<file path="src/rtl/mc_control_unit.sv">
// Multicycle RV32 main controller: decode plus Moore sequencer.
// Drives datapath selects/enables, branch resolution and illegal-op halt.
module mc_control_unit #(
  parameter logic [3:0] RESET_STATE = 4'd0
) (
  input  logic       clk,
  input  logic       reset,
  input  logic [6:0] op,
  input  logic [2:0] func3,
  input  logic       func7b5,
  input  logic       Zero,
  input  logic       Negative,
  input  logic       Carry,
  input  logic       Overflow,
  input  logic       mem_ready,
  output logic       RegWrite,
  output logic       IRWrite,
  output logic       AdrSrc,
  output logic       PCWrite,
  output logic       MemWrite,
  output logic [1:0] ResultSrc,
  output logic [1:0] ALUSrcA,
  output logic [1:0] ALUSrcB,
  output logic [2:0] ImmSrc,
  output logic [2:0] ALUControl,
  output logic       illegal,
  output logic [3:0] state
);

  typedef enum logic [3:0] {
    FETCH    = 4'd0,
    DECODE   = 4'd1,
    MEMADR   = 4'd2,
    MEMREAD  = 4'd3,
    MEMWB    = 4'd4,
    MEMWRITE = 4'd5,
    EXECR    = 4'd6,
    EXECI    = 4'd7,
    ALUWB    = 4'd8,
    AUIPC    = 4'd9,
    JAL      = 4'd10,
    JALR     = 4'd11,
    JALRLINK = 4'd12,
    BRANCH   = 4'd13,
    ILLEGAL  = 4'd14
  } state_t;

  localparam logic [6:0] OP_LD  = 7'b0000011;
  localparam logic [6:0] OP_ST  = 7'b0100011;
  localparam logic [6:0] OP_R   = 7'b0110011;
  localparam logic [6:0] OP_I   = 7'b0010011;
  localparam logic [6:0] OP_JAL = 7'b1101111;
  localparam logic [6:0] OP_JR  = 7'b1100111;
  localparam logic [6:0] OP_BR  = 7'b1100011;
  localparam logic [6:0] OP_AUI = 7'b0010111;

  state_t     state_q, state_d;
  logic [2:0] alu_dec;
  logic       alu_ok, taken, br_ok;
  logic       reg_we, ir_we, pc_we, mem_we;

  always_comb begin
    alu_ok  = 1'b1;
    alu_dec = 3'b000;
    unique case (func3)
      3'b000: alu_dec = (op == OP_R && func7b5) ? 3'b001 : 3'b000;
      3'b001: alu_dec = 3'b110;
      3'b010: alu_dec = 3'b101;
      3'b011: alu_ok  = 1'b0;
      3'b100: alu_dec = 3'b100;
      3'b101: begin
        alu_dec = 3'b111;
        alu_ok  = !func7b5;
      end
      3'b110: alu_dec = 3'b011;
      3'b111: alu_dec = 3'b010;
    endcase
  end

  // Carry set means the subtraction did not borrow (A >= B unsigned).
  always_comb begin
    taken = 1'b0;
    br_ok = 1'b1;
    unique case (func3)
      3'b000: taken = Zero;
      3'b001: taken = !Zero;
      3'b100: taken = Negative ^ Overflow;
      3'b101: taken = !(Negative ^ Overflow);
      3'b110: taken = !Carry;
      3'b111: taken = Carry;
      default: br_ok = 1'b0;
    endcase
  end

  always_comb begin
    state_d = state_q;
    unique case (state_q)
      FETCH:    if (mem_ready) state_d = DECODE;
      DECODE: begin
        unique case (op)
          OP_LD, OP_ST: state_d = MEMADR;
          OP_R:         state_d = EXECR;
          OP_I:         state_d = EXECI;
          OP_JAL:       state_d = JAL;
          OP_JR:        state_d = JALR;
          OP_BR:        state_d = BRANCH;
          OP_AUI:       state_d = AUIPC;
          default:      state_d = ILLEGAL;
        endcase
      end
      MEMADR: begin
        if (func3 != 3'b010) state_d = ILLEGAL;
        else if (op == OP_ST) state_d = MEMWRITE;
        else state_d = MEMREAD;
      end
      MEMREAD:  if (mem_ready) state_d = MEMWB;
      MEMWB:    state_d = FETCH;
      MEMWRITE: if (mem_ready) state_d = FETCH;
      EXECR,
      EXECI:    state_d = alu_ok ? ALUWB : ILLEGAL;
      ALUWB:    state_d = FETCH;
      AUIPC:    state_d = ALUWB;
      JAL:      state_d = ALUWB;
      JALR:     state_d = JALRLINK;
      JALRLINK: state_d = FETCH;
      BRANCH:   state_d = br_ok ? FETCH : ILLEGAL;
      ILLEGAL:  state_d = ILLEGAL;
      default:  state_d = FETCH;
    endcase
  end

  always_ff @(posedge clk) begin
    if (reset) state_q <= state_t'(RESET_STATE);
    else       state_q <= state_d;
  end

  always_comb begin
    reg_we     = 1'b0;
    ir_we      = 1'b0;
    pc_we      = 1'b0;
    mem_we     = 1'b0;
    AdrSrc     = 1'b0;
    ResultSrc  = 2'd0;
    ALUSrcA    = 2'd0;
    ALUSrcB    = 2'd0;
    ImmSrc     = 3'b000;
    ALUControl = 3'b000;
    unique case (state_q)
      FETCH: begin
        ALUSrcB   = 2'd2;
        ResultSrc = 2'd2;
        ir_we     = mem_ready;
        pc_we     = mem_ready;
      end
      DECODE: begin
        ALUSrcA = 2'd1;
        ALUSrcB = 2'd1;
        ImmSrc  = (op == OP_JAL) ? 3'b011 : 3'b010;
      end
      MEMADR: begin
        ALUSrcA = 2'd2;
        ALUSrcB = 2'd1;
        ImmSrc  = (op == OP_ST) ? 3'b001 : 3'b000;
      end
      MEMREAD:  AdrSrc = 1'b1;
      MEMWB: begin
        ResultSrc = 2'd1;
        reg_we    = 1'b1;
      end
      MEMWRITE: begin
        AdrSrc = 1'b1;
        mem_we = 1'b1;
      end
      EXECR: begin
        ALUSrcA    = 2'd2;
        ALUControl = alu_dec;
      end
      EXECI: begin
        ALUSrcA    = 2'd2;
        ALUSrcB    = 2'd1;
        ALUControl = alu_dec;
      end
      ALUWB:    reg_we = 1'b1;
      AUIPC: begin
        ALUSrcA = 2'd1;
        ALUSrcB = 2'd1;
        ImmSrc  = 3'b100;
      end
      JAL: begin
        pc_we   = 1'b1;
        ALUSrcA = 2'd1;
        ALUSrcB = 2'd2;
      end
      JALR: begin
        ALUSrcA   = 2'd2;
        ALUSrcB   = 2'd1;
        ResultSrc = 2'd2;
        pc_we     = 1'b1;
      end
      JALRLINK: begin
        ALUSrcA   = 2'd1;
        ALUSrcB   = 2'd2;
        ResultSrc = 2'd2;
        reg_we    = 1'b1;
      end
      BRANCH: begin
        ALUSrcA    = 2'd2;
        ALUControl = 3'b001;
        pc_we      = taken && br_ok;
      end
      default: ;
    endcase
  end

  assign RegWrite = reg_we & ~reset;
  assign IRWrite  = ir_we  & ~reset;
  assign PCWrite  = pc_we  & ~reset;
  assign MemWrite = mem_we & ~reset;
  assign illegal  = (state_q == ILLEGAL);
  assign state    = state_q;

endmodule

</file>
<file path="config.mk">
export PLATFORM = sky130hd
export DESIGN_NAME = mc_control_unit
export DESIGN_NICKNAME = d
export VERILOG_FILES = /design/src/rtl/mc_control_unit.sv
export SDC_FILE = /design/constraint.sdc
export NUM_CORES = 1
export LEC_CHECK = 0
export ABC_CLOCK_PERIOD_IN_PS = 2210
export CORE_ASPECT_RATIO = 0.9
export CORE_MARGIN = 10
export CORE_UTILIZATION = 43
export DETAILED_ROUTE_END_ITERATION = 10
export GPL_TIMING_DRIVEN = 0
export PLACE_DENSITY = 0.81
export SYNTH_ARGS = -nofsm -noshare
export SYNTH_HDL_FRONTEND = slang
export SYNTH_SLANG_ARGS = --single-unit
</file>
<file path="constraint.sdc">
create_clock -name clk -period 2.21 [get_ports clk]
set_input_delay 0.442 -clock clk [delete_from_list [all_inputs] [get_ports clk]]
set_output_delay 0.442 -clock clk [all_outputs]
set_load 0.03 [all_outputs]
</file>
# Word level (Yosys, flattened, before mapping)
# Index checks and enable logic that the tools add are counted.
# classes
div	0
bitwise_logic	6
n_mul	0
shift	0
add_sub_neg	0
magnitude_cmp	0
n_eq_ne	33
reduce_logical	21
mux	26
# op_table
op	count
$pmux W4 S10	1
$eq A4 B4 Y1 const B	7
$pmux W4 S7	1
$eq A7 B7 Y1 const B	3
$pmux W3 S7	1
$mux W4	5
$eq A4 B3 Y1 const B	4
$eq A7 B5 Y1 const B	2
$eq A7 B6 Y1 const B	2
$eq A3 B3 Y1 const B	4
$pmux W2 S2	3
$reduce_or A2 Y1	5
$reduce_or A5 Y1	2
$pmux W3 S3	1
$reduce_or A3 Y1	3
$eq A4 B2 Y1 const B	2
$mux W1	8
$eq A7 B2 Y1 const B	1
$eq A3 B2 Y1 const B	2
$mux W3	2
$ne A2 B2 Y1 const B	3
$pmux W1 S6	1
$pmux W3 S2	1
$reduce_or A6 Y1	1
other kinds (14)	21
# totals
out_inout_bits	22
ram_bits	0
latchBits	0
n_memories	0
in_bits	18
wordCells	87
regBits	4
mem_bits_ro	0

# Logic depth before layout (Yosys ltp)
# logic_depth
ltp_word	6
mapped_depth	6

# Worst setup path before layout
# Ideal clock, no wire load.
# synth_timing
path_kind	flip-flop to output port
start	reg state_q[3], in the netlist state[3]
end	out ALUSrcB[1]
setup_slack_ns	-0.179
path_buffers	2
path_stages_with_launch	5
arrival_time_ns	1.947
path_cell_list	dfxtp_1 buf_4 clkbuf_1 nor2_1 a211oi_1
# synth_via
elab_chain_cells	3
elab_cells_between_ends	11
classes_between	7 x eq/ne; 1 x mux; 3 x reduce/logical
# synth_lines
item	line	text
start, declared	57	state_t state_q, state_d;
start signal, assigned	133	if (reset) state_q <= state_t'(RESET_STATE);
start signal, assigned	134	else state_q <= state_d;
$eq A4 B4 Y1 (tied with other cells)	148	unique case (state_q)
$reduce_or A5 Y1 (no source line) / $reduce_or A3 Y1 (equally long branches)	-	
$pmux W2 S2 (*)	148	
end, declared	23	output logic [1:0] ALUSrcB,
# Every way passes the cells marked *; elsewhere a longest branch is shown, timed or not.

# Final worst setup path
# layout_timing
start	in func3[1]
end	out PCWrite
# layout_via
elab_chain_cells	6
elab_cells_between_ends	12
classes_between	5 x eq/ne; 3 x mux; 1 x bitwise; 3 x reduce/logical
# layout_lines
item	line	text
start, declared	9	input logic [2:0] func3,
$eq A3 B3 Y1 (tied with other cells)	84	unique case (func3)
$reduce_or A6 Y1 (no source line)	-	
$mux W1	84	
$logic_and A1 B1 Y1 (*)	209	pc_we = taken && br_ok;
$pmux W1 S3 (*)	148	
$and A1 B1 Y1 (*)	217	assign PCWrite = pc_we & ~reset;
end, declared	19	output logic PCWrite,
# Marks and branches as above.

==> results.yml <==
status:
  outcome: "complete, no violations"
yosys:
  syn_nets: 155
  netlist_area_um2: 955
  synth_warnings: 0
  yosysSeqAreaShare: 0.0839
  async_flop_share: 0
  netlist_instances: 137
  postSynthAreaPerCell_um2: 6.97
  synthDistinctLibCells: 57
  ys_seq_elements: 4
  synth_edf_count: 0
  synth_ff_type: "dfxtp_1"
setup_path:
  crit_slowest_cell: "dlygate4sd2_1"
  setup.worst_path.class: "in -> out"
  cp.required_ns: 1.77
  crit_path_max_fanout: 10
  crit_path_start_kind: "primary input"
  worstSetupEndpointType: "primary output"
  slowest_delay_ns: 0.25
  crit_chain: "dlygate4sd2_1 -> buf_6 -> a21oi_1 -> mux2i_1 -> o22a_1 -> a211oi_2 -> buf_4"
  r2r_cells: 6
  arrival_ns: 1.72
clock_tree:
  clock-sinks: 4
  clk-insertion-delay-late_ns: 0.25
  htreeDepth: 1
  cts_tree: "yes"
  path_clk_slew_ns: 0.04
  numCtsBuffers: 3
  cts_hold_buf: 0
  ctsRootBufferMaster: "clkbuf_4"
  cts.path.max_buffers: 2
floorplanning:
  io_pins: 40
  die-area_um2: 4510
  fp.dieH_um: 64.7
  rows: 16
  core-area_um2: 2140
  initial_core_util: 0.446
  die_x_um: 69.7
sta:
  post-route-min-period_ns: 2.16
  slew_headroom: 0.685
  hold_viol: 0
  fin_crit_sh: 0.978
  rsz0062_at_grt: "no"
  tns_ns: 0
  finClkSkew_ns: 0.00378
  setup_viol: 0
  clock.fmax_mhz: 463
  drv_slew: 0
  worst_pin_slew_ns: 0.472
placed_design:
  portBuffers: 35
  gp_congestion: 0.902
  placed_cell_area_um2: 1350
  placed_cells: 199
  dp_hpwl_mm: 2.55
finish:
  layout.cells.non_filler: 203
  areaGrowthSynthToFinish_pct: 47.3
  num-fill-cells: 201
  largest_reg_flops: 4
  drive_above_1_share: 0.273
  stdcell_area_um2: 1410
  n_antenna_cell: 0
  nets: 196
global_routing:
  first_global_vias: 1136
  grt_remaining_overflow: 0
  grt_max_degree: 11
  grt_pass1_wl_mm: 5.36
  globalRouteTotalUtil: 0.135
  antenna_found_initial: 0
power_and_ir_drop:
  power_density_nw_per_um2: 994
  power.net_switching_uw: 776
  power_mw: 1.40
  leakage_nw: 0.601
  p_int_uw: 623
  clock_power_share: 0.069
  ir_worst_vdd_mv: 0.561
  swShare: 0.555
  power_frac_comb: 0.827
  seqPwrFrac: 0.104
route:
  routedWlPerCell_um: 16.9
  final_antenna_net_count: 0
  dr.pass1.iters: 6
  dr_total_vias: 1255
  viasPerCell: 6.18
  drc: 0
  first_iter_violations: 94
  wl_mm: 3.44
worst_hold_path:
  hold_depth: 2
  hold_path.class: "in -> reg"
flow_run:
  cap_violations: 0
==> cell usage in the layout (no fill, tap or decap), types with 2 or more instances in the layout <==
master | netlist | routed
o21bai_1 | 3 | 3
nor3_2 | 0 | 2
nor3b_2 | 2 | 3
inv_1 | 3 | 3
o21ai_0 | 6 | 5
clkdlybuf4s15_2 | 0 | 2
clkdlybuf4s50_1 | 0 | 7
buf_2 | 3 | 5
a21oi_1 | 9 | 9
clkdlybuf4s15_1 | 0 | 4
nor3_1 | 8 | 6
dlygate4sd2_1 | 0 | 8
dfxtp_2 | 0 | 2
nand3_1 | 2 | 2
buf_4 | 4 | 8
nand3b_1 | 5 | 5
clkbuf_4 | 0 | 4
o211ai_1 | 2 | 2
nand2b_1 | 5 | 5
and3_1 | 2 | 2
o31ai_1 | 2 | 2
a211oi_2 | 1 | 2
clkbuf_2 | 0 | 6
nand2_1 | 15 | 15
nor2_1 | 13 | 13
o21ai_1 | 1 | 2
dlymetal6s2s_1 | 0 | 6
mux2i_1 | 2 | 2
or2_2 | 2 | 2
a41oi_1 | 2 | 2
==> power by group through the flow <==
stage | Combinational (mW) | Clock [mW] | Sequential (mW)
6_report | 1.16 | 0.0969 | 0.145
5_1_grt | 1.23 | 0.0987 | 0.149
4_1_cts | 1.15 | 0.0949 | 0.137
3_5_place_dp | 1.17 | 0 | 0.135
3_3_place_gp | 1.15 | 0 | 0.135
2_1_floorplan | 0.755 | 0 | 0.172
==> metal layers <==
layer / vias to the layer above / GRT usage / share of wire
li1: 590 / - / -
met3: 11 / 0.0381 / 0.090
met5: - / 0 / 0
met2: 77 / 0.235 / 0.46
met1: 577 / 0.151 / 0.42
met4: 0 / 0.0616 / 0.022
==> kinds of logic (layout without fill, tap and decap cells) <==
kind of cell           Yosys count  count (layout)  synth area share
multiplexers                     2               2            0.0210
flip-flops                       4               4            0.0839
buffers and inverters           16              55            0.0983
XOR/XNOR                         3               3            0.0275
AO/OA/AOI/OAI                   43              43             0.332
AND/OR/NAND/NOR                 69              69             0.438
==> critical path: cells and delay by family <==
kind            cells  cell delay (ns)
buf+inv             3             0.59
compound gates      3             0.61
mux                 1             0.08
==> cells in the mapped netlist, types with 2 or more instances <==
cell type / count / area (um^2)
o211ai_1: 2 / 15.0
clkbuf_1: 3 / 11.3
o31ai_1: 2 / 15.0
o21bai_1: 3 / 22.5
mux2i_1: 2 / 20.0
xnor2_1: 2 / 17.5
nor2_1: 13 / 48.8
o21ai_0: 6 / 30.0
inv_1: 3 / 11.3
and3_1: 2 / 12.5
nand2b_1: 5 / 31.3
buf_4: 4 / 30.0
buf_6: 2 / 22.5
a41oi_1: 2 / 17.5
nor2b_1: 2 / 12.5
buf_2: 3 / 15.0
nand3_1: 2 / 10.0
a21oi_1: 9 / 45.0
nor3_1: 8 / 40.0
nand4bb_1: 2 / 22.5
nand2_1: 15 / 56.3
nand3b_1: 5 / 37.5
nor3b_2: 2 / 25.0
dfxtp_1: 4 / 80.1
or2_2: 2 / 12.5
==> final timing paths <==
path,start,end,slack [ns]
hold reg to reg,state[0],state[3],0.64
hold / removal,reset,state[0],0.61
setup / recovery,func3[1],PCWrite,0.05
setup reg to reg,state[2],state[0],0.59
==> final cells by class <==
cell class,count,area [um^2],area share
tap,27,33.8,0.0240
buffer,12,77.6,0.0552
sequential,4,86.3,0.0614
multi-input combinational,117,837,0.595
timing repair buffer,37,338,0.240
inverter,3,11.3,0.00801
clock buffer,3,22.5,0.0160
==> metrics by stage <==
stage	util	setup WS [ns]	hold slack, ns
2_1_floorplan	-	0.0102	0.662
4_1_cts	0.644	-0.0650	0.619
5_1_grt	0.657	0.00291	0.647
3_3_place_gp	0.630	-0.687	0.708
3_5_place_dp	0.630	-0.738	0.712
6_report	0.657	0.0496	0.611
==> repair_timing <==
action,CTS,global route
buffers inserted,0,2
gates resized for setup,55,27
setup endpoints to repair,18,13
pin swaps,1,10
gates cloned,0,0
No activity file was read; power rests on OpenSTA's default activity.
